[config.mk]
export PLATFORM = sky130hd
export DESIGN_NAME = bram_capture_ctrl
export DESIGN_NICKNAME = d
export VERILOG_FILES = /design/src/rtl/pdh_capture_pkg.sv /design/src/rtl/decim_strobe.sv /design/src/rtl/bram_capture_ctrl.sv
export SDC_FILE = /design/constraint.sdc
export NUM_CORES = 1
export LEC_CHECK = 0
export ABC_CLOCK_PERIOD_IN_PS = 2500
export CAP_MARGIN = 25
export CORE_MARGIN = 2
export CORE_UTILIZATION = 47
export CTS_CLUSTER_DIAMETER = 40
export DETAILED_ROUTE_END_ITERATION = 8
export GPL_TIMING_DRIVEN = 0
export PLACE_DENSITY = 0.76
export SYNTH_ARGS = -nofsm -noshare
export SYNTH_HDL_FRONTEND = slang
export SYNTH_SLANG_ARGS = --single-unit
[constraint.sdc]
create_clock -name pdh_clk -period 2.5 [get_ports pdh_clk]
set_clock_uncertainty 0.05 [all_clocks]
set_input_delay 0.5 -clock pdh_clk [delete_from_list [all_inputs] [get_ports pdh_clk]]
set_output_delay 0.5 -clock pdh_clk [all_outputs]
set_load 0.02 [all_outputs]
[src/rtl/pdh_capture_pkg.sv]
// pdh_capture_pkg: shared state/mode types and default widths for the BRAM capture controller
package pdh_capture_pkg;
  typedef enum logic [1:0] {IDLE, ARMED, CAPTURE, DONE} state_t;
  typedef enum logic {MODE_ONESHOT, MODE_CIRC} mode_t;
  localparam int DEF_DATA_W = 14;
  localparam int DEF_DIV_W  = 26;
endpackage

[src/rtl/decim_strobe.sv]
// decim_strobe: decimation strobe, fires on the first run cycle and then every div_i+1 cycles
module decim_strobe import pdh_capture_pkg::*; #(
  parameter int DIV_W = DEF_DIV_W
) (
  input  logic             pdh_clk,
  input  logic             rst_ni,
  input  logic             run_i,
  input  logic [DIV_W-1:0] div_i,
  output logic             strobe_o
);
  logic [DIV_W-1:0] cnt;
  assign strobe_o = run_i && cnt == '0;
  always_ff @(posedge pdh_clk or negedge rst_ni)
    if (!rst_ni) cnt <= '0;
    else cnt <= (!run_i || cnt == div_i) ? '0 : cnt + DIV_W'(1);
endmodule

[src/rtl/bram_capture_ctrl.sv]
// bram_capture_ctrl: one-shot/circular decimated multi-channel capture into a BRAM write port.
// Define BRAM_CAPTURE_TRIG_EN to add trig_i and an ARMED state between IDLE and CAPTURE.
module bram_capture_ctrl import pdh_capture_pkg::*; #(
  parameter int NUM_CH = 2,
  parameter int DATA_W = DEF_DATA_W,
  parameter int ADDR_W = 14,
  parameter int DIV_W  = DEF_DIV_W
) (
  input  logic                     pdh_clk,
  input  logic                     rst_ni,
  input  logic                     enable_i,
  input  logic                     mode_i,
  input  logic [DIV_W-1:0]         divcode_i,
  input  logic                     clear_i,
`ifdef BRAM_CAPTURE_TRIG_EN
  input  logic                     trig_i,
`endif
  input  logic [NUM_CH*DATA_W-1:0] ch_data_i,
  output logic                     bram_we_o,
  output logic [ADDR_W-1:0]        bram_addr_o,
  output logic [NUM_CH*DATA_W-1:0] bram_wdata_o,
  output logic                     busy_o,
  output logic                     done_o,
  output logic                     wrapped_o,
  output logic [ADDR_W:0]          wr_count_o
);
`ifdef BRAM_CAPTURE_TRIG_EN
  localparam state_t START_ST = ARMED;
`else
  localparam state_t START_ST = CAPTURE;
`endif
  state_t state, state_nx;
  mode_t mode_r;
  logic [DIV_W-1:0] div_r;
  logic [ADDR_W-1:0] nxt_addr;
  logic strobe, accept, start, full;
  decim_strobe #(.DIV_W(DIV_W)) u_decim (
    .pdh_clk  (pdh_clk),
    .rst_ni   (rst_ni),
    .run_i    (state == CAPTURE),
    .div_i    (div_r),
    .strobe_o (strobe)
  );
  // full: every address has been issued once; in one-shot this blocks further strobes
  assign full   = wr_count_o[ADDR_W];
  assign accept = strobe && state == CAPTURE && enable_i && !(mode_r == MODE_ONESHOT && full);
  assign start  = state == IDLE && enable_i;
  assign busy_o = state == CAPTURE || state == ARMED;
  assign done_o = state == DONE;
  always_comb begin
    state_nx = state;
    case (state)
      IDLE:    state_nx = enable_i ? START_ST : IDLE;
`ifdef BRAM_CAPTURE_TRIG_EN
      ARMED:   state_nx = !enable_i ? IDLE : trig_i ? CAPTURE : ARMED;
`endif
      CAPTURE: state_nx = (!enable_i || (mode_r == MODE_ONESHOT && bram_we_o && full)) ? DONE : CAPTURE;
      DONE:    state_nx = clear_i ? IDLE : DONE;
      default: state_nx = IDLE;
    endcase
  end
  always_ff @(posedge pdh_clk or negedge rst_ni)
    if (!rst_ni) begin
      state        <= IDLE;
      mode_r       <= MODE_ONESHOT;
      div_r        <= '0;
      nxt_addr     <= '0;
      bram_we_o    <= 1'b0;
      bram_addr_o  <= '0;
      bram_wdata_o <= '0;
      wrapped_o    <= 1'b0;
      wr_count_o   <= '0;
    end else begin
      state     <= state_nx;
      bram_we_o <= accept;
      if (start) begin
        div_r       <= divcode_i;
        mode_r      <= mode_t'(mode_i);
        nxt_addr    <= '0;
        bram_addr_o <= '0;
        wr_count_o  <= '0;
        wrapped_o   <= 1'b0;
      end
      if (accept) begin
        bram_wdata_o <= ch_data_i;
        bram_addr_o  <= nxt_addr;
        nxt_addr     <= nxt_addr + ADDR_W'(1);
        if (!full) wr_count_o <= wr_count_o + (ADDR_W+1)'(1);
        if (nxt_addr == '0 && wr_count_o != '0) wrapped_o <= 1'b1;
      end
    end
endmodule

# ---- Word level (Yosys, flattened, before mapping)
# Cells that the tools add are included.
dict set report word_totals {
  ff_bits 128
  input_bits 59
  out_inout_bits 61
  elab_cells 52
}
dict set report classes {
  add_sub_neg 3
  n_eq_ne 4
  mux 14
  n_bitwise 1
  n_reduce_logical 20
}
# cell count
set ops {}
lappend ops {{$mux W15} 3}
lappend ops {{$mux W14} 3}
lappend ops {{$add A26 B1 Y26 const B} 1}
lappend ops {{$eq A26 B26 Y1} 1}
lappend ops {{$logic_not A26 Y1} 1}
lappend ops {{$mux W26} 1}
lappend ops {{$add A15 B1 Y15 const B} 1}
lappend ops {{$reduce_bool A15 Y1} 1}
lappend ops {{$add A14 B1 Y14 const B} 1}
lappend ops {{$logic_not A14 Y1} 1}
lappend ops {{$logic_and A1 B1 Y1} 9}
lappend ops {{$pmux W2 S3} 1}
lappend ops {{$eq A2 B2 Y1 const B} 2}
lappend ops {{$mux W1} 4}
lappend ops {{$mux W2} 2}
lappend ops {{$logic_not A1 Y1} 3}
lappend ops {{$logic_or A1 B1 Y1} 3}
lappend ops {{$eq A2 B1 Y1 const B} 1}
lappend ops {{$logic_not A2 Y1} 1}
lappend ops {{$reduce_bool A2 Y1} 1}
lappend ops {{$not A1 Y1} 1}

# ---- Logic depth before layout (Yosys ltp)
dict set report depth {
  depth_word 6
  mapped_depth 10
  depth_no_buf 8
}

# ---- Cells and area by module
# Synthesis repeated with hierarchy kept, for this count alone.
dict set report unflattened {
  cells_unflattened 637
  hier_area_um2 6334.8
}
# mod n_inst cells_each area_per_inst_um2 seq_area_each_um2
set by_module_without_submodules {}
lappend by_module_without_submodules {bram_capture_ctrl 1 444 4538.1 2552.4}
lappend by_module_without_submodules {decim_strobe 1 193 1796.7 650.6}

# ---- Least setup slack after synthesis
# Ideal clock, no wire load.
dict set report synth_timing {
  path_kind {register to register}
  startpoint {reg state[0]}
  endpoint {reg wr_count_o[11]}
  setup_ns 0.069
  arrival_time_ns 2.333
  required_time_ns 2.381
  slack_ns 0.048
  stages_incl_launch_ff 9
  n_path_buf 1
  synth_period_minus_slack_ns 2.452
  cell_sequence {dfrtp_1 > inv_1 > ha_1 > nor4b_1 > nand4_1 > or4_1 > buf_2 > or4_1 > nand3_1}
}
dict set report synth_between {
  elab_chain_len 6
  elab_cells_between_ends 10
  classes_between {eq/ne (1); mux (3); reduce/logical (6)}
}
# element line
set synth_rtl {}
lappend synth_rtl {{start, declared} bram_capture_ctrl.sv:32} ;# state_t state, state_nx;
lappend synth_rtl {{start signal, assigned} bram_capture_ctrl.sv:74} ;# state <= state_nx;
lappend synth_rtl {{$eq A2 B2 Y1} {bram_capture_ctrl.sv:40, bram_capture_ctrl.sv:46}}
lappend synth_rtl {{$logic_and A1 B1 Y1} decim_strobe.sv:12} ;# assign strobe_o = run_i && cnt == '0;
lappend synth_rtl {{$logic_and A1 B1 Y1 (3 in a row)} bram_capture_ctrl.sv:46} ;# assign accept = strobe && state == CAPTURE && enable_i && !(mode_r == MODE_ONESHOT && full);
lappend synth_rtl {{$mux W15 (*)} bram_capture_ctrl.sv:84} ;# if (accept) begin
lappend synth_rtl {{end signal, assigned} bram_capture_ctrl.sv:88} ;# if (!full) wr_count_o <= wr_count_o + (ADDR_W+1)'(1);
lappend synth_rtl {{end, declared} bram_capture_ctrl.sv:25} ;# output logic [ADDR_W:0] wr_count_o
# Every way passes the cells marked *; elsewhere a longest branch is shown, timed or not.
# A chain may end at the register's enable or synchronous reset.

# ---- Worst setup path after layout
dict set report layout_timing {
  startpoint {reg u_decim.cnt[22]}
  endpoint {reg wr_count_o[11]}
}
dict set report layout_between {
  elab_chain_len 6
}
# element line
set layout_rtl {}
lappend layout_rtl {{start, declared} decim_strobe.sv:11} ;# logic [DIV_W-1:0] cnt;
lappend layout_rtl {{start signal, assigned} decim_strobe.sv:15} ;# else cnt <= (!run_i || cnt == div_i) ? '0 : cnt + DIV_W'(1);
lappend layout_rtl {{$logic_not A26 Y1} decim_strobe.sv:12}
lappend layout_rtl {{$logic_and A1 B1 Y1} decim_strobe.sv:12}
lappend layout_rtl {{$logic_and A1 B1 Y1 (3 in a row)} bram_capture_ctrl.sv:46}
lappend layout_rtl {{$mux W15} bram_capture_ctrl.sv:84}
# Every way passes these cells.

==> out/results.txt <==
Cells after Synth: 695
Setup CP Type: flip-flop to flip-flop
pwr/cell area: 989.6 nW/µm²
CTS tree: done
Nets: 909
R2R depth: 6
Final Power: 8248 µW
Setup crit start kind: flip-flop
Synth Flop Type: dfrtp_1
first-pass GRT wire length: 27.07 mm
H-tree levels: 4
via count: 5,521
Post-Place Cells: 989
cts bufs inserted: 17
setup tns final: -0.0009548 ns
status: complete, but fails checks
Die W: 118.5 µm
CTS clk-pin slew, worst paths: 0.06 ns
hold_ws: 0.4113 ns
DR pass1 iterations: 6
Leak: 0.003962 µW
Clk Tree Root Cell: clkbuf_16
Setup crit end kind: flip-flop
Area contributors post-synth: dfrtp_1, nand2_1, xor2_1
Post-Route WL: 16.25 mm
count leader, synth: nand2_1
CTS max path bufs: 2
Die Span Y: 118.5 µm
Synth top area share: 51.96%
Worst Hold Class: flip-flop to flip-flop
hold depth: 2
Final min period: 2.501 ns
Netlist Area Pre-Place: 6165 µm²
Fin. Hold Viols: 0
Fmax: 0.3998 GHz
vias per cell: 5.386
Peak VDD IR: 616.1 µV
synth warn: 0
std cell rows: 41
clk_lat worst skew: 0.42 ns
Non-Filler Instances: 1,025
Worst EP arrival: 2.80 ns
Max Slew Vio Count: 0
number of flops mapped to enable cells by yosys: 0
Syn Nets: 764
vias in the first global route: 5,550
Post-DRT Antenna Nets: 0
# DRC: 0
GR Util All Layers: 24.07%
RSZ-0062 raised after global routing: yes
slowest cell delay on critical path: 0.50 ns
starting DRC count in detailed routing: 432
GP Congestion: 0.8888
synth unique cells: 40
max-cap viol count: 0
Yosys reg bits: 128
CTS sink cnt: 128
Avg Inst Size Synth: 8.870 µm²
final worst path period share: 100.0%
IO Count: 120
PortBufs: 119
failing checks: setup timing
worst-path maximum fanout: 9
diode count: 0
die area: 14,050 µm²
# setup viols final: 1
wire length per cell: 15.85 µm
family with the most delay on the worst path: simple AND/OR/NAND/NOR gates
CP required: 2.80 ns
Placeable Area: 12,720 µm²
Worst Slack Setup Final: -0.0009548 ns
proportion of layout cells with a drive suffix above 1: 7.737%
Commonest cells post-synth: nand2_1, dfrtp_1, nand3_1, nor2_1, xor2_1
Initial Utilization: 48.46%
Slew @ Worst Pin: 0.6323 ns
ys async rst share: 100.0%
initial antenna violation count: 0
Critical-path top delay cell: or4_1
GRT overflow: 0
sequential area share after synthesis: 51.96%
max_slew headroom: 57.84%
crit-path cells: nor4_1, nand4_1, or4_4, buf_6, or4_1, nand3_1
Area Overhead vs Synth: 35.19%
critical path depth in cells: 6
area leader, netlist: dfrtp_1
Post-Place Setup Slack: -0.6151 ns
DP HPWL: 11.48 mm
largest net degree at the start of global routing: 101
Crit path buffers/inverters: 1
==> metal layers <==
metal / vias to the layer above / GRT usage (%) / share of wire [%]
li1: 2608 / - / -
met5: - / 0 / 0
met1: 2708 / 31.37 / 44
met4: 0 / 8.482 / 1.4
met2: 186 / 37.90 / 48
met3: 19 / 7.625 / 6.9
==> final timing paths <==
check	start	end	slack [ns]
worst max-delay path	u_decim.cnt[22]	wr_count_o[11]	-0.001
worst min-delay path	bram_wdata_o[5]	bram_wdata_o[5]	0.41
worst max register to register	u_decim.cnt[22]	wr_count_o[11]	-0.001
worst min register to register	bram_wdata_o[5]	bram_wdata_o[5]	0.41
max in group asynchronous	rst_ni	u_decim.cnt[1]	1.14
min in group asynchronous	rst_ni	bram_wdata_o[27]	0.47
==> registers in the layout, indices dropped and copies added, names as in the netlist <==
| signal | cells |
|---|---|
| bram_wdata_o | 28 |
| div_r | 26 |
| u_decim.cnt | 26 |
| wr_count_o | 15 |
| bram_addr_o | 14 |
| nxt_addr | 14 |
| state | 2 |
| bram_we_o | 1 |
| mode_r | 1 |
| wrapped_o | 1 |
==> report_power, final <==
part           switching [µW]  internal [µW]  total [µW]
clock network             853           1540        2390
registers                 391           2590        2980
logic                    1670           1200        2870
total                    2920           5330        8250
==> stage by stage <==
| stage | instance area (µm²) | utilization (%) |
|---|---|---|
| 2_1_floorplan | 6165 | - |
| 3_3_place_gp | 7571 | 59.51 |
| 3_5_place_dp | 7612 | 59.83 |
| 4_1_cts | 8282 | 65.10 |
| 5_1_grt | 8334 | 65.51 |
| 6_report | 8334 | 65.51 |
==> kinds of logic (layout without fill, tap and decap cells) <==
| family | Yosys count | count (layout) | share of synthesized area, % |
|---|---|---|---|
| buffers and inverters | 47 | 205 | 2.902 |
| DFF | 128 | 128 | 51.96 |
| AOI/OAI and AO/OA | 58 | 58 | 6.109 |
| muxes | 3 | 3 | 0.5074 |
| and+or+nand+nor | 395 | 395 | 28.82 |
| adders and majority gates | 10 | 10 | 2.030 |
| xor gates and xnor gates | 54 | 54 | 7.672 |
==> final cells by class <==
class / instances / area (µm²)
plain buffers: 32 / 145.1
fillers: 1046 / 4388
inverters: 14 / 52.55
clock inverters: 6 / 80.08
repair buffers: 127 / 1270
flip-flops and latches: 128 / 3206
clock buffers: 26 / 489.2
well taps: 172 / 215.2
multi-input cells: 520 / 2877
==> placed cells by master, fill, tap and decap left out, types with 3 or more instances in the layout <==
cell type,n
clkbuf_1,22
clkinv_2,4
ha_1,9
o21bai_1,3
clkbuf_16,17
o21ai_0,14
or2_2,5
nor2_1,42
or3_1,11
and2_1,4
nor2b_1,4
xor2_1,35
nand2b_1,6
clkbuf_2,9
o211ai_1,3
a21oi_1,16
buf_2,4
inv_1,13
dfrtp_1,126
xnor2_1,19
nand2_1,222
o31ai_1,3
buf_1,3
nor3_1,5
nand4_1,16
buf_4,5
clkdlybuf4s50_1,118
and4_1,4
nand3_1,43
and3_1,6
clkbuf_8,3
nor4_1,14
a21o_1,11
==> worst min-delay path, cell delays in order (launching register included) <==
cell	delay (ns)
dfrtp_1	0.33
nand2_1	0.05
nand2_1	0.05
==> repair_timing <==
item,CTS,global route
setup endpoints to repair,85,69
endpoints found under the hold margin,28,0
buffers inserted,1,2
resized for setup,23,12
hold buffers,1,0
pin swaps,2,2
No activity file was read; power rests on OpenSTA's default activity.
